===== config.mk =====
export PLATFORM = sky130hd
export DESIGN_NAME = midi_note_ctrl
export DESIGN_NICKNAME = d
export VERILOG_FILES = /design/src/rtl/midi_pkg.sv /design/src/rtl/midi_uart_rx.sv /design/src/rtl/midi_note_ctrl.sv
export SDC_FILE = /design/constraint.sdc
export NUM_CORES = 1
export LEC_CHECK = 0
export ABC_AREA = 0
export BUFFER_PORTS_ARGS = -buffer_cell sky130_fd_sc_hd__buf_4
export CAP_MARGIN = 5
export CORE_UTILIZATION = 65
export CTS_BUF_LIST = sky130_fd_sc_hd__clkbuf_8
export DETAILED_ROUTE_END_ITERATION = 8
export GPL_ROUTABILITY_DRIVEN = 1
export PLACE_DENSITY = 0.85
export SYNTH_ARGS = -nofsm -noshare
export SYNTH_HDL_FRONTEND = slang
export SYNTH_HIERARCHICAL = 1
export SYNTH_SLANG_ARGS = --single-unit

===== constraint.sdc =====
create_clock -name clk -period 7 [get_ports clk]
set_clock_uncertainty 0.2 [all_clocks]
set_input_delay 0.7 -clock clk [delete_from_list [all_inputs] [get_ports clk]]
set_output_delay 0.7 -clock clk [all_outputs]
set_load 0.005 [all_outputs]

===== src/rtl/midi_pkg.sv =====
// midi_pkg: MIDI status constants, playable note range and the note-to-period builder
package midi_pkg;
  localparam logic [3:0] NOTE_OFF = 4'h8, NOTE_ON = 4'h9, CC = 4'hB, PROG = 4'hC, CHPR = 4'hD;
  localparam logic [6:0] NOTE_MIN = 7'd24, NOTE_MAX = 7'd71;
  localparam int NOTES = 48;

  function automatic longint semi(input int k);
    case (k)
      0: return 64'd1000000000;
      1: return 64'd1059463094;
      2: return 64'd1122462048;
      3: return 64'd1189207115;
      4: return 64'd1259921050;
      5: return 64'd1334839854;
      6: return 64'd1414213562;
      7: return 64'd1498307077;
      8: return 64'd1587401052;
      9: return 64'd1681792831;
      10: return 64'd1781797436;
      default: return 64'd1887748625;
    endcase
  endfunction

  // Half-period of note n, split into octaves (shift) and semitones (2^(k/12) scaled by 1e9).
  function automatic logic [21:0] period_of(input int note, input longint clk_rate);
    int d, o;
    longint num, den;
    d = 69 - note;
    o = d >= 0 ? d / 12 : -1;
    num = clk_rate * semi(d - 12 * o);
    den = longint'(880) * 64'd1000000000;
    num = o >= 0 ? num << o : num;
    den = o >= 0 ? den : den * 2;
    return 22'((num + den / 2) / den);
  endfunction
endpackage


===== src/rtl/midi_uart_rx.sv =====
// midi_uart_rx: 8N1 receiver with synchroniser, false-start rejection and stop-bit check
module midi_uart_rx #(
  parameter int CLK_RATE = 50000000,
  parameter int BAUD = 31250
) (
  input  logic       clk,
  input  logic       rst_n,
  input  logic       rx,
  output logic [7:0] data,
  output logic       valid,
  output logic       frame_err
);
  localparam int BIT = CLK_RATE / BAUD;
  localparam int W = $clog2(BIT);
  localparam logic [W-1:0] HALF = W'(BIT / 2 - 1);
  localparam logic [W-1:0] LAST = W'(BIT - 1);
  localparam logic [1:0] IDLE = 2'd0, START = 2'd1, DATA = 2'd2, STOP = 2'd3;
  logic [1:0] sync_q, state_q, state_d;
  logic prev_q, valid_q, valid_d, err_q, err_d, s, tick;
  logic [W-1:0] cnt_q, cnt_d;
  logic [2:0] idx_q, idx_d;
  logic [7:0] sh_q, sh_d;
  assign s = sync_q[1];
  assign tick = cnt_q == (state_q == START ? HALF : LAST);
  always_comb begin
    state_d = state_q;
    idx_d = idx_q;
    sh_d = sh_q;
    valid_d = 1'b0;
    err_d = 1'b0;
    cnt_d = tick ? '0 : cnt_q + 1'b1;
    case (state_q)
      IDLE: begin
        cnt_d = '0;
        if (prev_q & ~s) state_d = START;
      end
      START: if (tick) begin
        state_d = s ? IDLE : DATA;
        idx_d = '0;
      end
      DATA: if (tick) begin
        sh_d = {s, sh_q[7:1]};
        idx_d = idx_q + 1'b1;
        if (&idx_q) state_d = STOP;
      end
      default: if (tick) begin
        state_d = IDLE;
        valid_d = s;
        err_d = ~s;
      end
    endcase
  end
  always_ff @(posedge clk or negedge rst_n) begin
    if (!rst_n) begin
      sync_q <= 2'b11;
      prev_q <= 1'b1;
      state_q <= IDLE;
      cnt_q <= '0;
      idx_q <= '0;
      sh_q <= '0;
      valid_q <= 1'b0;
      err_q <= 1'b0;
    end else begin
      sync_q <= {sync_q[0], rx};
      prev_q <= s;
      state_q <= state_d;
      cnt_q <= cnt_d;
      idx_q <= idx_d;
      sh_q <= sh_d;
      valid_q <= valid_d;
      err_q <= err_d;
    end
  end
  assign data = sh_q;
  assign valid = valid_q;
  assign frame_err = err_q;
endmodule


===== src/rtl/midi_note_ctrl.sv =====
// midi_note_ctrl: MIDI byte stream to per-drive floppy setpoint/enable with running status
module midi_note_ctrl
  import midi_pkg::*;
#(
  parameter int CLK_RATE = 50000000,
  parameter int BAUD = 31250,
  parameter int CH0 = 0,
  parameter int CH1 = 1
) (
  input  logic        clk,
  input  logic        rst_n,
  input  logic        midi_in,
  output logic [21:0] f0_sp,
  output logic        f0_en,
  output logic [21:0] f1_sp,
  output logic        f1_en,
  output logic        note_evt,
  output logic        frame_err
);
  localparam logic [1:0] IDLE = 2'd0, DATA1 = 2'd1, DATA2 = 2'd2;
  logic [7:0] rx_data, st_q, st_d;
  logic rx_valid, rx_err, run_q, run_d, done, evt_q, evt_d, on, off, mute, in_rng;
  logic [1:0] state_q, state_d, en_q, en_d;
  logic [6:0] d1_q, d1_d, vel;
  logic [1:0][21:0] sp_q, sp_d;
  logic [1:0][6:0] cur_q, cur_d;
  logic [1:0][3:0] chn;
  logic [21:0] rom [NOTES];

  midi_uart_rx #(.CLK_RATE(CLK_RATE), .BAUD(BAUD)) u_rx (
    .clk(clk), .rst_n(rst_n), .rx(midi_in), .data(rx_data), .valid(rx_valid), .frame_err(rx_err)
  );

  for (genvar i = 0; i < NOTES; i++) begin : g_rom
    assign rom[i] = period_of(int'(NOTE_MIN) + i, longint'(CLK_RATE));
  end

  assign chn = {4'(CH1), 4'(CH0)};
  assign vel = rx_data[6:0];
  assign on = st_q[7:4] == NOTE_ON && vel != 7'd0;
  assign off = st_q[7:4] == NOTE_OFF || (st_q[7:4] == NOTE_ON && vel == 7'd0);
  assign mute = st_q[7:4] == CC && (d1_q == 7'd120 || d1_q == 7'd123);
  assign in_rng = d1_q >= NOTE_MIN && d1_q <= NOTE_MAX;

  // Parser runs only on data bytes while running status is held; non-IDLE implies run_q.
  always_comb begin
    state_d = state_q;
    run_d = run_q;
    st_d = st_q;
    d1_d = d1_q;
    done = 1'b0;
    if (rx_err) begin
      state_d = IDLE;
      run_d = 1'b0;
    end else if (rx_valid && rx_data < 8'hF8) begin
      if (rx_data >= 8'hF0) begin
        state_d = IDLE;
        run_d = 1'b0;
      end else if (rx_data[7]) begin
        st_d = rx_data;
        run_d = 1'b1;
        state_d = DATA1;
      end else if (state_q == DATA2) begin
        done = 1'b1;
        state_d = IDLE;
      end else if (run_q) begin
        d1_d = rx_data[6:0];
        done = st_q[7:4] == PROG || st_q[7:4] == CHPR;
        state_d = done ? IDLE : DATA2;
      end
    end
  end

  always_comb begin
    sp_d = sp_q;
    en_d = en_q;
    cur_d = cur_q;
    evt_d = 1'b0;
    for (int i = 0; i < 2; i++) begin
      if (done && st_q[3:0] == chn[i]) begin
        if (on && in_rng) begin
          sp_d[i] = rom[6'(d1_q - NOTE_MIN)];
          en_d[i] = 1'b1;
          cur_d[i] = d1_q;
        end else if ((off && d1_q == cur_q[i]) || mute) en_d[i] = 1'b0;
      end
      evt_d = evt_d | (sp_d[i] != sp_q[i]) | (en_d[i] != en_q[i]);
    end
  end

  always_ff @(posedge clk or negedge rst_n) begin
    if (!rst_n) begin
      state_q <= IDLE;
      run_q <= 1'b0;
      st_q <= '0;
      d1_q <= '0;
      sp_q <= '0;
      en_q <= '0;
      cur_q <= '0;
      evt_q <= 1'b0;
    end else begin
      state_q <= state_d;
      run_q <= run_d;
      st_q <= st_d;
      d1_q <= d1_d;
      sp_q <= sp_d;
      en_q <= en_d;
      cur_q <= cur_d;
      evt_q <= evt_d;
    end
  end

  assign f0_sp = sp_q[0];
  assign f1_sp = sp_q[1];
  assign f0_en = en_q[0];
  assign f1_en = en_q[1];
  assign note_evt = evt_q;
  assign frame_err = rx_err;
endmodule


# Yosys cells after proc, flatten, opt, wreduce, memory -nomap -nowiden

Memories as Yosys holds them, arrays and structs flattened.
Index checks and enable logic that the tools add are counted.

Register bits after elaboration: 108
Bits in read-only memories: 1408
Output and inout port bits: 48
Word-level logic and storage cells: 140
Memories kept: 1

Memories:

| memory           | words | bits a word | read ports | clocked after memory_dff | write ports | RTL line             | source |
|---|---|---|---|---|---|---|---|
| (name not given) | 64    | 22          | 1          | 0                        | 0           | midi_note_ctrl.sv:82 | `sp_d[i] = rom[6'(d1_q - NOTE_MIN)];` |

Add/sub/neg operators: 3
Magnitude comparators: 5
Equal/unequal tests: 22
Multiplexer cells: 46
Bitwise gates (word level): 10
Reduce and logical (&&, ||, !) cells: 35

Operators with widths:

| kind                                                              | count |
|---|---|
| two-way mux 22 bit                                                | 6 |
| inequality test 22 bit                                            | 2 |
| two-way mux 11 bit                                                | 3 |
| two-way mux 2 bit                                                 | 13 |
| == test 4 bit, second input constant                              | 5 |
| two-way mux 1 bit                                                 | 20 |
| == test 7 bit                                                     | 2 |
| == test 7 bit, second input constant                              | 2 |
| adder 11 x 1 -> 11 bit, second input constant                     | 1 |
| == test 11 bit                                                    | 1 |
| logical AND 1 bit                                                 | 10 |
| AND reduction 2 bit                                               | 5 |
| greater-or-equal comparator 8 bit, second input constant          | 1 |
| less-than comparator 8 bit, second input constant                 | 1 |
| inequality test 2 x 1 -> 1 bit, second input constant             | 4 |
| greater-or-equal comparator 7 x 5 -> 1 bit, second input constant | 1 |
| greater-or-equal comparator 7 bit, second input constant          | 1 |
| less-or-equal comparator 7 bit, second input constant             | 1 |
| zero test 7 bit                                                   | 1 |
| inverter 6 -> 7 bit                                               | 1 |
| nonzero test 7 bit                                                | 1 |
| two-way mux 3 bit                                                 | 2 |
| case mux 2 bit (3 select lines)                                   | 1 |
| case mux 3 bit (2 select lines)                                   | 1 |
| 20 further kinds                                                  | 35 |

# Logic depth before layout (Yosys ltp)

Depth in word-level cells: 14
Depth in mapped cells: 15

# Modules after synthesis

The synthesis kept the hierarchy.

By module, submodules not included:

| module         | instances | cells each | area an instance (sq um) |
|---|---|---|---|
| midi_note_ctrl | 1         | 652        | 5604.1 |
| midi_uart_rx   | 1         | 106        | 1302.5 |

# Least setup slack after synthesis

No wires, ideal clock.

Path kind: flip-flop to flip-flop
From: register d1_q[1]
To: register evt_q, in the netlist note_evt
Library setup time: 0.120 ns
Data arrival time: 3.710 ns
Data required time: 6.680 ns
Path slack: 2.970 ns
Stages on the path, launching flop included: 13
Buffers on the path: 2
Period minus slack after synthesis: 4.030 ns
Cell sequence: dfrtp_1 buf_2 buf_1 inv_1 ha_1 mux4_2 and3_1 a2111o_1 nor4_2 nand3_1 or4_1 a211o_1 a41o_1

Longest elaborated chain between the ends: 11

RTL lines:

| element                                                                       | RTL line                                   | source |
|---|---|---|
| start: declaration                                                            | midi_note_ctrl.sv:24                       | `logic [6:0] d1_q, d1_d, vel;` |
| start signal: assignment                                                      | midi_note_ctrl.sv:96                       | `d1_q <= '0;` |
| start signal: assignment                                                      | midi_note_ctrl.sv:105                      | `d1_q <= d1_d;` |
| subtractor 6 x 5 -> 6 bit or == test 7 bit (tied branches)                    | midi_note_ctrl.sv:82, midi_note_ctrl.sv:42 |  |
| inverter 6 -> 7 bit (not written as such) or logical OR 1 bit (tied branches) | midi_note_ctrl.sv:82, midi_note_ctrl.sv:42 |  |
| memory read (64 x 22 bit) or logical AND 1 bit (tied branches)                | --                                         |  |
| two-way mux 22 bit (not written as such) or logical OR 1 bit (tied branches)  | midi_note_ctrl.sv:82, midi_note_ctrl.sv:85 |  |
| two-way mux 22 bit (not written as such) or two-way mux 1 bit (tied branches) | midi_note_ctrl.sv:82, midi_note_ctrl.sv:85 |  |
| two-way mux 22 bit or two-way mux 1 bit (tied branches)                       | midi_note_ctrl.sv:81                       | `if (on && in_rng) begin` |
| two-way mux 22 bit or two-way mux 1 bit (tied branches)                       | midi_note_ctrl.sv:80                       | `if (done && st_q[3:0] == chn[i]) begin` |
| inequality test 22 bit or inequality test 1 bit (tied branches)               | midi_note_ctrl.sv:87                       | `evt_d = evt_d \| (sp_d[i] != sp_q[i]) \| (en_d[i] != en_q[i]);` |
| OR 1 bit (2 in a row)                                                         | midi_note_ctrl.sv:87                       |  |
| OR 1 bit (*)                                                                  | midi_note_ctrl.sv:87                       |  |
| named net evt_d                                                               | midi_note_ctrl.sv:22                       | `logic rx_valid, rx_err, run_q, run_d, done, evt_q, evt_d, on, off, mute, in_rng;` |
| end signal: assignment                                                        | midi_note_ctrl.sv:109                      | `evt_q <= evt_d;` |
| end: declaration                                                              | midi_note_ctrl.sv:22                       |  |

Mark *: on every way through the listed nets, which the timed path passes. The rest lies on a longest branch. The select of a mux whose other input is x is not followed.
A chain may end at the register's enable or synchronous reset.

# Final worst setup path

From: register d1_q[3]
To: register evt_q, in the netlist note_evt

Same word-level chain as after synthesis.

==> impl_metrics.py <==
metrics = {
    "outcome": {
        "outcome": "completed",
    },
    "floorplanning": {
        "fp-row-count": 37,
        "core_area_sq_um": 10320,
        "die_h_um": 105.1,
        "ios": 51,
        "die_width_um": 105.1,
        "dieArea_sq_um": 11040,
        "initial_core_util": 0.6690,
    },
    "route": {
        "wl_met1_um": 7673,
        "met3_length_um": 1196,
        "vias": 6062,
        "vias_per_cell": 6.625,
        "firstDrtPassIters": 5,
        "drc": 0,
        "finalWirelength_um": 19240,
        "ant_nets": 0,
        "drtIter0Drc": 625,
        "routed.top_layer": "met4",
        "wl_per_cell_um": 21.02,
        "dr_wl_met2_um": 9786,
    },
    "clocking": {
        "ctsResizeCount": 0,
        "cts.clk_slew.worst_paths_ns": 0.12,
        "post-cts-setup-buffers": 0,
        "clk-insertion-delay-late_ns": 0.38,
        "clock-root-buffer": "clkbuf_8",
        "cts_hold_buf": 0,
        "cts_max_level": 3,
        "cts_buffer_depth": 2,
        "numCtsBuffers": 9,
        "clock_sinks": 108,
        "cts_tree": "built",
    },
    "global_routing": {
        "grt_pass1_vias": 5844,
        "grt_pass1_wl_um": 30820,
        "antenna_found_initial": 0,
        "grt_overflow": 0,
        "grt_use_total": 0.3618,
        "grt_max_degree": 77,
    },
    "timing": {
        "setup_viol": 0,
        "finalCriticalPeriod_ns": 4.906,
        "hold_slack_ns": 0.04668,
        "max_freq_mhz": 203.8,
        "finalHoldViolCount": 0,
        "worst_pin_slew_ns": 1.178,
        "tns_ns": 0,
        "rsz0062_at_grt": "false",
        "max_slew_margin": 0.2088,
        "final-max-slew-violation-count": 0,
        "fin_crit_sh": 0.7009,
    },
    "critical_path": {
        "start_kind": "flip-flop",
        "crit_buf_inv": 2,
        "path_max_fanout": 33,
        "cp_common_cell": "inv_1",
        "endpoint_kind": "flip-flop",
        "path_class": "reg2reg",
        "critPathSlowestCell": "ha_1",
        "path_delay_family": "compound AO/OA/AOI/OAI gates",
        "crit_arrival_ns": 4.98,
        "cp_slowest_stage_delay_ns": 0.93,
        "path_cells": "inv_1, ha_1, inv_1, o211a_1, a221oi_1, xor2_1, a22oi_1, nand3_1, or4_1, a211o_1, a41o_1",
        "required_ns": 7.07,
    },
    "cells_and_area": {
        "antenna_cells": 0,
        "syn2layout_area_growth_pct": 7.862,
        "drive_gt1_frac": 0.1630,
        "finalNetCount": 793,
    },
    "yosys": {
        "synthDistinctLibCells": 84,
        "synth_top_cell_by_area": "dfrtp_1",
        "yosysSeqAreaShare": 0.3918,
        "synthCells": 758,
        "yosysMostFrequentCell": "dfrtp_1",
        "synth_ff_type": "dfrtp_1",
        "synth-edff-count": 0,
        "async_flop_share": 1.000,
        "synthTopCellsByArea": "dfrtp_1, o21ai_0, nand2_1",
        "ys_ff_latch": 108,
        "avgSynthCellArea_sq_um": 9.112,
        "yosys-top-cells-count": "dfrtp_1, nand2_1, o21ai_0",
        "ys_warn_count": 6,
        "syn-num-nets": 777,
        "synth_top_area_frac": 0.3804,
        "synth_area_sq_um": 6907,
    },
    "placed_design": {
        "gp_congestion": 0.9621,
        "dp_hpwl_um": 13860,
        "place.port_buffers": 50,
    },
    "flow_run": {
        "maxCapViolations": 0,
    },
    "pwr": {
        "ir_worst_vdd_v": 0.0001876,
        "leakagePower_nw": 3.395,
        "powerDensity_nw_per_um2": 149.8,
    },
    "worst_hold_path": {
        "hp-class": "in2async",
    },
}
-- final cells by class --
type | count | area [sq um]
Multi-Input combinational cell | 578 | 3864
Timing Repair Buffer | 58 | 435.4
Fill cell | 767 | 2874
Tap cell | 136 | 170.2
Clock buffer | 9 | 123.9
Sequential cell | 108 | 2709
Clock inverter | 7 | 76.32
Inverter | 19 | 71.32
-- worst register-to-register path, delay by kind of cell (launching register included) --
family          cells  cell delay (ns)
xor+xnor            1             0.13
compound gates      5             1.70
fa+ha+maj           1             0.93
simple gates        2             0.61
flops               1             0.42
buf+inv             2             0.82
-- worst paths after layout --
path	startpoint	endpoint	slack (ns)	depth (start not counted)
setup / recovery	d1_q[3]	note_evt	2.09	11
hold / removal	rst_n	f0_sp[1]	0.05	1
setup reg to reg	d1_q[3]	note_evt	2.09	11
hold reg to reg	u_rx/sync_q[0]	u_rx/sync_q[1]	0.17	0
max in group asynchronous	rst_n	d1_q[3]	5.19	2
min in group clk	u_rx/sync_q[0]	u_rx/sync_q[1]	0.17	0
-- routing by layer --
layer / GRT usage / vias up
met5: 0 / -
met4: 0.1207 / 0
met3: 0.04304 / 48
met2: 0.6334 / 271
met1: 0.4655 / 2963
li1: - / 2780
-- cells by family (layout without fill, tap and decap cells) --
kind of cell / Yosys count / count (layout) / share of synthesized area
adder cells (fa/ha/maj): 16 / 16 / 0.02899
AND/OR/NAND/NOR: 273 / 273 / 0.2025
XOR/XNOR: 46 / 46 / 0.06105
multiplexers: 39 / 39 / 0.06413
flip-flops: 108 / 108 / 0.3918
buffers and inverters: 72 / 93 / 0.04873
AO/OA/AOI/OAI: 204 / 204 / 0.2027
-- state kept, by name (all words and copies together) (netlist names), 2 cells and up --
name,cells
u_rx/cnt_q,11
u_rx/state_q,2
f1_sp,22
d1_q,7
f0_sp,22
u_rx/sync_q,2
cur_q,14
u_rx/idx_q,3
st_q,8
u_rx/data,8
state_q,2
en_q,2
-- power by group --
part           switching (mW)  internal (mW)
logic                  0.0351         0.0231
clock network           0.245          0.141
registers              0.0269          0.645
total                   0.307          0.809
-- cell usage in the layout, fill, tap and decap left out, types with 9 or more instances in the layout --
cell type / Yosys / final
xor2_1: 31 / 31
ha_1: 16 / 16
and2_1: 11 / 11
clkbuf_8: 0 / 9
o21ai_0: 74 / 74
inv_1: 17 / 17
nor3_1: 16 / 16
a21oi_1: 19 / 19
nor2b_1: 17 / 17
xnor2_1: 14 / 14
nand3_1: 20 / 20
nand2_1: 90 / 90
nor2_1: 44 / 44
dfrtp_1: 105 / 103
buf_4: 3 / 58
mux2_2: 27 / 27
nand2b_1: 12 / 12
nand4_1: 11 / 11
-- metrics by stage --
step / utilization / area (sq um) / std cells / total power [mW] / worst slack, ns
after floorplan: - / 6907 / 758 / 0.7122 / 2.970
after global placement: 0.7022 / 7249 / 899 / 0.7329 / 2.256
after detailed placement: 0.7022 / 7249 / 899 / 0.7421 / 2.254
after CTS: 0.7216 / 7450 / 915 / 1.122 / 2.247
after global routing: 0.7216 / 7450 / 915 / 1.154 / 1.927
final: 0.7216 / 7450 / 915 / 1.116 / 2.094
No activity file was read; power rests on OpenSTA's default activity.
